--- src/rtl/serial_rx_pkg.sv ---
// Shared types and helpers for the bit-serial frame receiver.
package serial_rx_pkg;

    typedef enum logic [2:0] {
        IDLE,
        DATA,
        PARITY,
        STOP,
        WAIT_IDLE
    } rx_state_e;

    // Width of the data-bit counter; never narrower than one bit.
    function automatic int BIT_CNT_W(input int dataW);
        return (dataW <= 1) ? 1 : $clog2(dataW);
    endfunction

endpackage

--- src/rtl/sync_fifo.sv ---
// Small synchronous FIFO used as the receiver's output buffer.
// A push into a full FIFO is accepted when a pop happens in the same cycle.
module sync_fifo #(
    parameter int WIDTH = 8,
    parameter int DEPTH = 2
) (
    input  logic             clk,
    input  logic             rst,
    input  logic             push,
    input  logic             pop,
    input  logic [WIDTH-1:0] wdata,
    output logic [WIDTH-1:0] head,
    output logic             full,
    output logic             empty
);

    localparam int PTR_W = $clog2(DEPTH);
    localparam int CNT_W = PTR_W + 1;
    localparam logic [CNT_W-1:0] DEPTH_C = CNT_W'(DEPTH);

    logic [WIDTH-1:0] mem [DEPTH];
    logic [PTR_W-1:0] wrPtr_q;
    logic [PTR_W-1:0] rdPtr_q;
    logic [CNT_W-1:0] count_q;
    logic             doPush;
    logic             doPop;

    assign full  = (count_q == DEPTH_C);
    assign empty = (count_q == '0);
    assign head  = empty ? '0 : mem[rdPtr_q];

    // Qualify requests so the pointers and count can never run past the storage.
    always_comb begin
        doPop  = pop && !empty;
        doPush = push && (!full || doPop);
    end

    // Pointers wrap naturally modulo DEPTH; the count tracks occupancy.
    always_ff @(posedge clk) begin
        if (rst) begin
            wrPtr_q <= '0;
            rdPtr_q <= '0;
            count_q <= '0;
        end else begin
            if (doPush) begin
                wrPtr_q <= wrPtr_q + 1'b1;
            end
            if (doPop) begin
                rdPtr_q <= rdPtr_q + 1'b1;
            end
            case ({doPush, doPop})
                2'b10:   count_q <= count_q + 1'b1;
                2'b01:   count_q <= count_q - 1'b1;
                default: count_q <= count_q;
            endcase
        end
    end

    // Storage needs no reset: the head is masked to zero while empty.
    always_ff @(posedge clk) begin
        if (doPush) begin
            mem[wrPtr_q] <= wdata;
        end
    end

endmodule

--- src/rtl/serial_frame_rx.sv ---
// Bit-serial frame receiver: start bit, DATA_W data bits LSB first,
// optional even parity, one stop bit. Good words go into a small FIFO
// drained with a valid/ready handshake; bad frames raise one-cycle pulses.
module serial_frame_rx
    import serial_rx_pkg::*;
#(
    parameter int DATA_W    = 8,
    parameter int PARITY_EN = 1,
    parameter int BUF_DEPTH = 2
) (
    input  logic              clk,
    input  logic              rst,
    input  logic              ser_in,
    output logic [DATA_W-1:0] out_data,
    output logic              out_valid,
    input  logic              out_ready,
    output logic              busy,
    output logic              parity_err,
    output logic              frame_err,
    output logic              overflow
);

    localparam int CNT_W = BIT_CNT_W(DATA_W);
    localparam logic [CNT_W-1:0] LAST_BIT = CNT_W'(DATA_W - 1);

    rx_state_e         state_q;
    logic [CNT_W-1:0]  bitCnt_q;
    logic [DATA_W-1:0] shift_q;
    logic              parAcc_q;
    logic              parFlag_q;
    logic              parityErr_q;
    logic              frameErr_q;
    logic              overflow_q;
    logic              overflow_d;

    logic              fifoFull;
    logic              fifoEmpty;
    logic              fifoPush;
    logic              fifoPop;
    logic              stopGood;
    logic [DATA_W-1:0] fifoHead;

    // A clean stop bit on a frame with good parity is a candidate push; a
    // same-cycle pop frees a slot, so only a full, non-draining buffer drops it.
    always_comb begin
        fifoPop    = !fifoEmpty && out_ready;
        stopGood   = (state_q == STOP) && ser_in && !parFlag_q;
        fifoPush   = stopGood && (!fifoFull || fifoPop);
        overflow_d = stopGood && fifoFull && !fifoPop;
    end

    // Deframing FSM with the shift register, parity tracking and error pulses.
    always_ff @(posedge clk) begin
        if (rst) begin
            state_q     <= IDLE;
            bitCnt_q    <= '0;
            shift_q     <= '0;
            parAcc_q    <= 1'b0;
            parFlag_q   <= 1'b0;
            parityErr_q <= 1'b0;
            frameErr_q  <= 1'b0;
            overflow_q  <= 1'b0;
        end else begin
            parityErr_q <= 1'b0;
            frameErr_q  <= 1'b0;
            overflow_q  <= overflow_d;
            case (state_q)
                IDLE: begin
                    if (!ser_in) begin
                        bitCnt_q  <= '0;
                        parAcc_q  <= 1'b0;
                        parFlag_q <= 1'b0;
                        state_q   <= DATA;
                    end
                end
                DATA: begin
                    shift_q[bitCnt_q] <= ser_in;
                    parAcc_q          <= parAcc_q ^ ser_in;
                    if (bitCnt_q == LAST_BIT) begin
                        state_q <= (PARITY_EN != 0) ? PARITY : STOP;
                    end else begin
                        bitCnt_q <= bitCnt_q + 1'b1;
                    end
                end
                PARITY: begin
                    if (ser_in != parAcc_q) begin
                        parFlag_q <= 1'b1;
                    end
                    state_q <= STOP;
                end
                STOP: begin
                    if (ser_in) begin
                        parityErr_q <= parFlag_q;
                        state_q     <= IDLE;
                    end else begin
                        frameErr_q <= 1'b1;
                        state_q    <= WAIT_IDLE;
                    end
                end
                WAIT_IDLE: begin
                    if (ser_in) begin
                        state_q <= IDLE;
                    end
                end
                default: state_q <= IDLE;
            endcase
        end
    end

    sync_fifo #(
        .WIDTH (DATA_W),
        .DEPTH (BUF_DEPTH)
    ) u_fifo (
        .clk   (clk),
        .rst   (rst),
        .push  (fifoPush),
        .pop   (fifoPop),
        .wdata (shift_q),
        .head  (fifoHead),
        .full  (fifoFull),
        .empty (fifoEmpty)
    );

    assign out_data   = fifoHead;
    assign out_valid  = !fifoEmpty;
    assign busy       = (state_q != IDLE);
    assign parity_err = parityErr_q;
    assign frame_err  = frameErr_q;
    assign overflow   = overflow_q;

endmodule

--- config.mk ---
export PLATFORM = sky130hd
export DESIGN_NAME = serial_frame_rx
export DESIGN_NICKNAME = d
export VERILOG_FILES = /design/src/rtl/serial_rx_pkg.sv /design/src/rtl/sync_fifo.sv /design/src/rtl/serial_frame_rx.sv
export SDC_FILE = /design/constraint.sdc
export NUM_CORES = 1
export LEC_CHECK = 0
export CAP_MARGIN = 0
export CORE_MARGIN = 2
export CORE_UTILIZATION = 25
export CTS_CLUSTER_DIAMETER = 100
export DETAILED_ROUTE_END_ITERATION = 16
export PLACE_DENSITY = 0.42
export SLEW_MARGIN = 10
export SYNTH_ARGS = -nofsm -noshare
export SYNTH_HDL_FRONTEND = slang
export SYNTH_HIERARCHICAL = 1
export SYNTH_SLANG_ARGS = --single-unit
--- constraint.sdc ---
create_clock -name clk -period 2.4 [get_ports clk]
set_clock_uncertainty 0.1 [all_clocks]
set_input_delay 0.48 -clock clk [delete_from_list [all_inputs] [get_ports clk]]
set_output_delay 0.48 -clock clk [all_outputs]
set_load 0.02 [all_outputs]
; Word level (Yosys, flattened, before mapping)
; Memory sizes are Yosys's and may differ from the RTL's. A register that Yosys moved wholly into a read port is not among the register bits.
; Cells that the tools add are included.
; Widths: inputs -> output; s select.
[word_totals]
reg_bits = 23
wordCells = 84
input_bits = 4
output_inout_bits = 13
mem_count = 1
mem_bits_rw = 16
[classes]
bitwise_logic = 2
n_lt_le_gt_ge = 2
n_reduce_logical = 26
n_addsub = 5
n_eq_ne = 14
n_mux = 23
[memory_table]
columns = name, depth, word_bits, read_ports, rd_ports_with_merged_regs, wr, line
row1 = u_fifo.mem, 2, 8, 1, 1, 1, sync_fifo.sv:21  ; logic [WIDTH-1:0] mem [DEPTH];
[op_table]
columns = operator, count
row1 = $mux 3, 6
row2 = $pmux 3 s5, 1
row3 = $ne 2x2->1 const B, 5
row4 = $logic_and 1x1->1, 9
row5 = $mux 1, 9
row6 = $bwmux 8, 1
row7 = $mux 8, 1
row8 = $eq 3x2->1 const B, 2
row9 = $eq 3x3->1 const B, 2
row10 = $pmux 3 s2, 1
row11 = $reduce_and 3->1, 2
row12 = $reduce_bool 2->1, 3
row13 = $eq 2x2->1 const B, 2
row14 = $logic_not 1->1, 4
row15 = $lt 3x4->1 const B, 1
row16 = $pmux 1 s2, 2
row17 = $pmux 2 s2, 1
row18 = $reduce_and 2->1, 2
row19 = $add 3x1->3 const B, 1
row20 = $demux 1 s3, 1
row21 = $eq 3x1->1 const B, 1
row22 = $ge 3x1->1 const B, 1
row23 = $logic_not 3->1, 1
row24 = $reduce_bool 3->1, 1
row25 = 10 further kinds, 12

; Logic depth before layout (Yosys ltp)
[logic_depth]
depth_word = 8
depth_mapped = 8
mapped_depth_nobuf = 7

; Modules after synthesis
; Netlist, hierarchy kept.
[by_module_without_submodules]
columns = module, seq_area_each_um2, area_per_inst_um2, n_inst, cells_each
row1 = serial_frame_rx, 380.4, 1003.5, 1, 107
row2 = sync_fifo, 580.6, 847.1, 1, 64

; Worst setup path before layout
; No wires, ideal clock.
[synth_timing]
kind = reg-to-reg
start = register u_fifo.count_q[1]
end = memory u_fifo.mem[1][0], enable pin
arrival_time_ns = 1.984
period_less_slack_ns = 2.455
slack_ns = -0.055
path_stages_with_launch = 8
setup_time_ns = 0.370
required_time_ns = 1.930
path_buffers = 1
cell_sequence = dfxtp_1 -> buf_2 -> nor2_2 -> nor2b_1 -> nand2b_1 -> nor3b_1 -> o21ai_2 -> nor2_1
[synth_between]
elab_chain_cells = 8
elab_cells_between_ends = 12
classes_between = 1 x eq/ne / 2 x mux / 9 x reduce/logical
[synth_lines]
columns = item, line
row1 = "start, declared", sync_fifo.sv:24  ; logic [CNT_W-1:0] count_q;
row2 = "start signal, assigned", sync_fifo.sv:52  ; 2'b10: count_q <= count_q + 1'b1;
row3 = "start signal, assigned", sync_fifo.sv:53  ; 2'b01: count_q <= count_q - 1'b1;
row4 = "start signal, assigned", sync_fifo.sv:54  ; default: count_q <= count_q;
row5 = $logic_not 2->1, sync_fifo.sv:29  ; assign empty = (count_q == '0);
row6 = via fifoEmpty, serial_frame_rx.sv:37  ; logic fifoEmpty;
row7 = $logic_not 1->1, serial_frame_rx.sv:46  ; fifoPop = !fifoEmpty && out_ready;
row8 = $logic_and 1x1->1, serial_frame_rx.sv:46
row9 = via fifoPop, serial_frame_rx.sv:39  ; logic fifoPop;
row10 = $logic_or 1x1->1, serial_frame_rx.sv:48  ; fifoPush = stopGood && (!fifoFull || fifoPop);
row11 = $logic_and 1x1->1, serial_frame_rx.sv:48
row12 = via fifoPush, serial_frame_rx.sv:38  ; logic fifoPush;
row13 = $logic_and 1x1->1, sync_fifo.sv:35  ; doPush = push && (!full || doPop);
row14 = $mux 1, sync_fifo.sv:61  ; if (doPush) begin
row15 = $mux 1 (implied by the code), sync_fifo.sv:62  ; mem[wrPtr_q] <= wdata;
row16 = "end, declared", sync_fifo.sv:21
; The timed path passes the listed nets, and every way through them passes these cells.

; Worst setup path in the final report
[layout_timing]
start = register u_fifo.count_q[1]
end = output out_data[7]
[layout_between]
elab_chain_cells = 2
[layout_lines]
columns = item, line
row1 = $logic_not 2->1, sync_fifo.sv:29
row2 = via fifoEmpty, serial_frame_rx.sv:37
row3 = $mux 8, sync_fifo.sv:30  ; assign head = empty ? '0 : mem[rdPtr_q];
row4 = "end, declared", serial_frame_rx.sv:14  ; output logic [DATA_W-1:0] out_data,
; The timed path passes the listed nets, and every way through them passes these cells.

==> metrics.yaml <==
h-tree-depth: 2
hold_violations: 0
drt-wirelength-per-cell_um: 11.97
drtIter0Drc: 53
rrSetupSlack_ns: 0.37
fin_nets: 200
fin_crit_ns: 2.243
portBuffers: 16
period_share: 0.9346
core_area_um2: 7214
num_io_pins: 17
cpPeakStageDelay_ns: 0.61
synth-main-ff-cell: "dfxtp_1"
synth.cell_area_um2: 1851
synth_cell_type_count: 40
die_area_um2: 8106
crit_type: "flip-flop to output port"
yosysWarnings: 6
root_buffer: "clkbuf_8"
drt_pass1_iterations: 4
n_antenna_cell: 0
cts_setup_buffers: 0
ant_nets: 0
cts_tree: "done"
die_h_um: 90.04
grt_pass1_wl_um: 6009
arrival_ns: 1.66
netlist_instances: 171
track_usage: 0.09212
p_leak_nw: 0.8487
end_kind: "output port"
ctsLongestPathBuffers: 2
synth_edf_count: 16
syn_area_per_cell_um2: 10.82
cp_cell_sequence: "nor2_4, nor2_1, clkdlybuf4s50_1"
min_path_type: "flip-flop to flip-flop"
via_per_inst: 4.306
grt_pass1_vias: 1261
cts.sinks: 40
grt_max_degree: 19
cp.required_ns: 1.82
report.final.slew_viol_count: 0
antenna_found_initial: 0
worstSkewPairLatency_ns: 0.29
initial_utilization: 0.2565
drc: 0
rows: 31
tns_ns: 0
max_cap_viol_count: 0
ys_ff_latch: 40
fmax_ghz: 0.4458
wirelength_um: 3520
worstPathMaxFanout: 10
cts_buffers: 5
final_area_um2: 2273
syn_to_final_growth_pct: 22.85
tightest_slew_ns: 0.3753
setup_viol: 0
hpwl_um: 2520
ctsHoldBuffers: 0
cpLargestDelayFamily: "buffers and inverters"
ys_seq_area_frac: 0.5193
critPathSlowestCell: "clkdlybuf4s50_1"
rsz0062_at_grt: "no"
die_width_um: 90.04
post_route_cells_drive_above_1_share: 0.1436
cts_resized: 0
grt.overflow.total: 0
clkTransAtPathRegs_ns: 0.08
crit_buf_inv: 1
syn-num-nets: 177
start_kind: "flip-flop"
powerDensity_nw_per_um2: 587.1
vias: 1266
place_congestion: 0.7482
placed_area_um2: 2152
vdd_drop_max_mv: 0.2182
max-slew-margin-rel: 0.7488
async_flop_share: 0
outcome: "completed"
state kept, by name (all words and copies together), names as in the netlist, named ones only:
register	cells
parity_err	1
u_fifo/wrPtr_q	1
frame_err	1
overflow	1
bitCnt_q	3
u_fifo/rdPtr_q	1
u_fifo/count_q	2
parAcc_q	1
shift_q	8
state_q	3
u_fifo/mem	16
parFlag_q	1
cells by family after synthesis:
logic type      count (synthesis)  share of synthesized area
compound gates                 20                    0.06491
xor+xnor                        3                    0.01420
fa+ha+maj                       2                    0.01352
buf+inv                        13                    0.03718
flops                          40                     0.5193
mux                            18                     0.1001
simple gates                   75                     0.2508
layout make-up:
| cell class | instances | area, um^2 |
|---|---|---|
| Clock buffer | 5 | 68.82 |
| Timing Repair Buffer | 26 | 235.2 |
| Sequential cell | 40 | 962.2 |
| Clock inverter | 3 | 46.29 |
| Inverter | 3 | 11.26 |
| Fill cell | 771 | 4941 |
| Tap cell | 99 | 123.9 |
| Multi-Input combinational cell | 118 | 825.8 |
placed cells by master (no fill, tap or decap), drive strengths merged, types with 3 or more instances in the layout:
master          n
a21oi           9
nand4           3
o31ai           3
mux2i          17
nand2           9
clkdlybuf4s50  16
dfxtp          24
nor2b           7
o21ai           4
nor2           20
nor3b           3
and4bb          3
buf            10
edfxtp         16
clkbuf          5
xor2            3
nand2b         15
inv             4
nor3            3
Yosys cell counts, types with 2 or more instances:
cell type  instances  area share
nand2b_1          15       0.051
mux2i_1           17       0.092
or3_1              2      0.0068
dfxtp_1           24        0.26
nand4_1            3       0.010
o21ai_0            2      0.0054
xor2_1             3       0.014
nand3b_1           2      0.0081
ha_1               2       0.014
nor2b_1            7       0.024
and4bb_1           2       0.014
nor3_1             3      0.0081
nand2_1            9       0.018
buf_2              4       0.011
inv_1              3      0.0061
a211oi_1           2      0.0081
a21oi_1            9       0.024
nor3b_1            3       0.012
clkbuf_1           2      0.0041
buf_4              2      0.0081
edfxtp_1          16        0.26
o31ai_1            3       0.012
nor2_1            19       0.039
where the power goes:
part	total [mW]	internal (mW)	switching, mW
clock	0.558	0.313	0.245
combinational	0.0622	0.0301	0.0322
sequential	0.714	0.706	0.00817
total	1.33	1.05	0.285
per-layer routing:
layer / wire length [um] / track usage / share of wire / vias to the layer above
li1: - / - / - / 644
met1: 1788 / 0.1226 / 0.51 / 602
met2: 1576 / 0.1410 / 0.45 / 15
met3: 103 / 0.02515 / 0.029 / 5
met4: 53 / 0.03846 / 0.015 / 0
met5: 0 / 0 / 0 / -
final timing paths:
kind,cells past startpoint,start,endpoint
max,3,u_fifo/count_q[1],out_data[7]
min,0,shift_q[1],u_fifo/mem[1][1]
max reg2reg,8,u_fifo/count_q[1],u_fifo/mem[0][1]
min reg2reg,0,shift_q[1],u_fifo/mem[1][1]
per-stage QoR:
step / total power, mW / hold slack (ns) / instances / util / setup slack (ns)
after floorplan: 0.7723 / 0.3266 / 171 / - / -0.05457
after global placement: 0.7908 / 0.3640 / 286 / 0.2983 / 0.05580
after detailed placement: 0.7926 / 0.3731 / 286 / 0.2983 / 0.03328
after CTS: 1.359 / 0.3919 / 294 / 0.3143 / 0.01256
after global routing: 1.394 / 0.4024 / 294 / 0.3151 / 0.05444
final: 1.335 / 0.3904 / 294 / 0.3151 / 0.1571
Note: power is estimated with default switching activity, not from simulation.
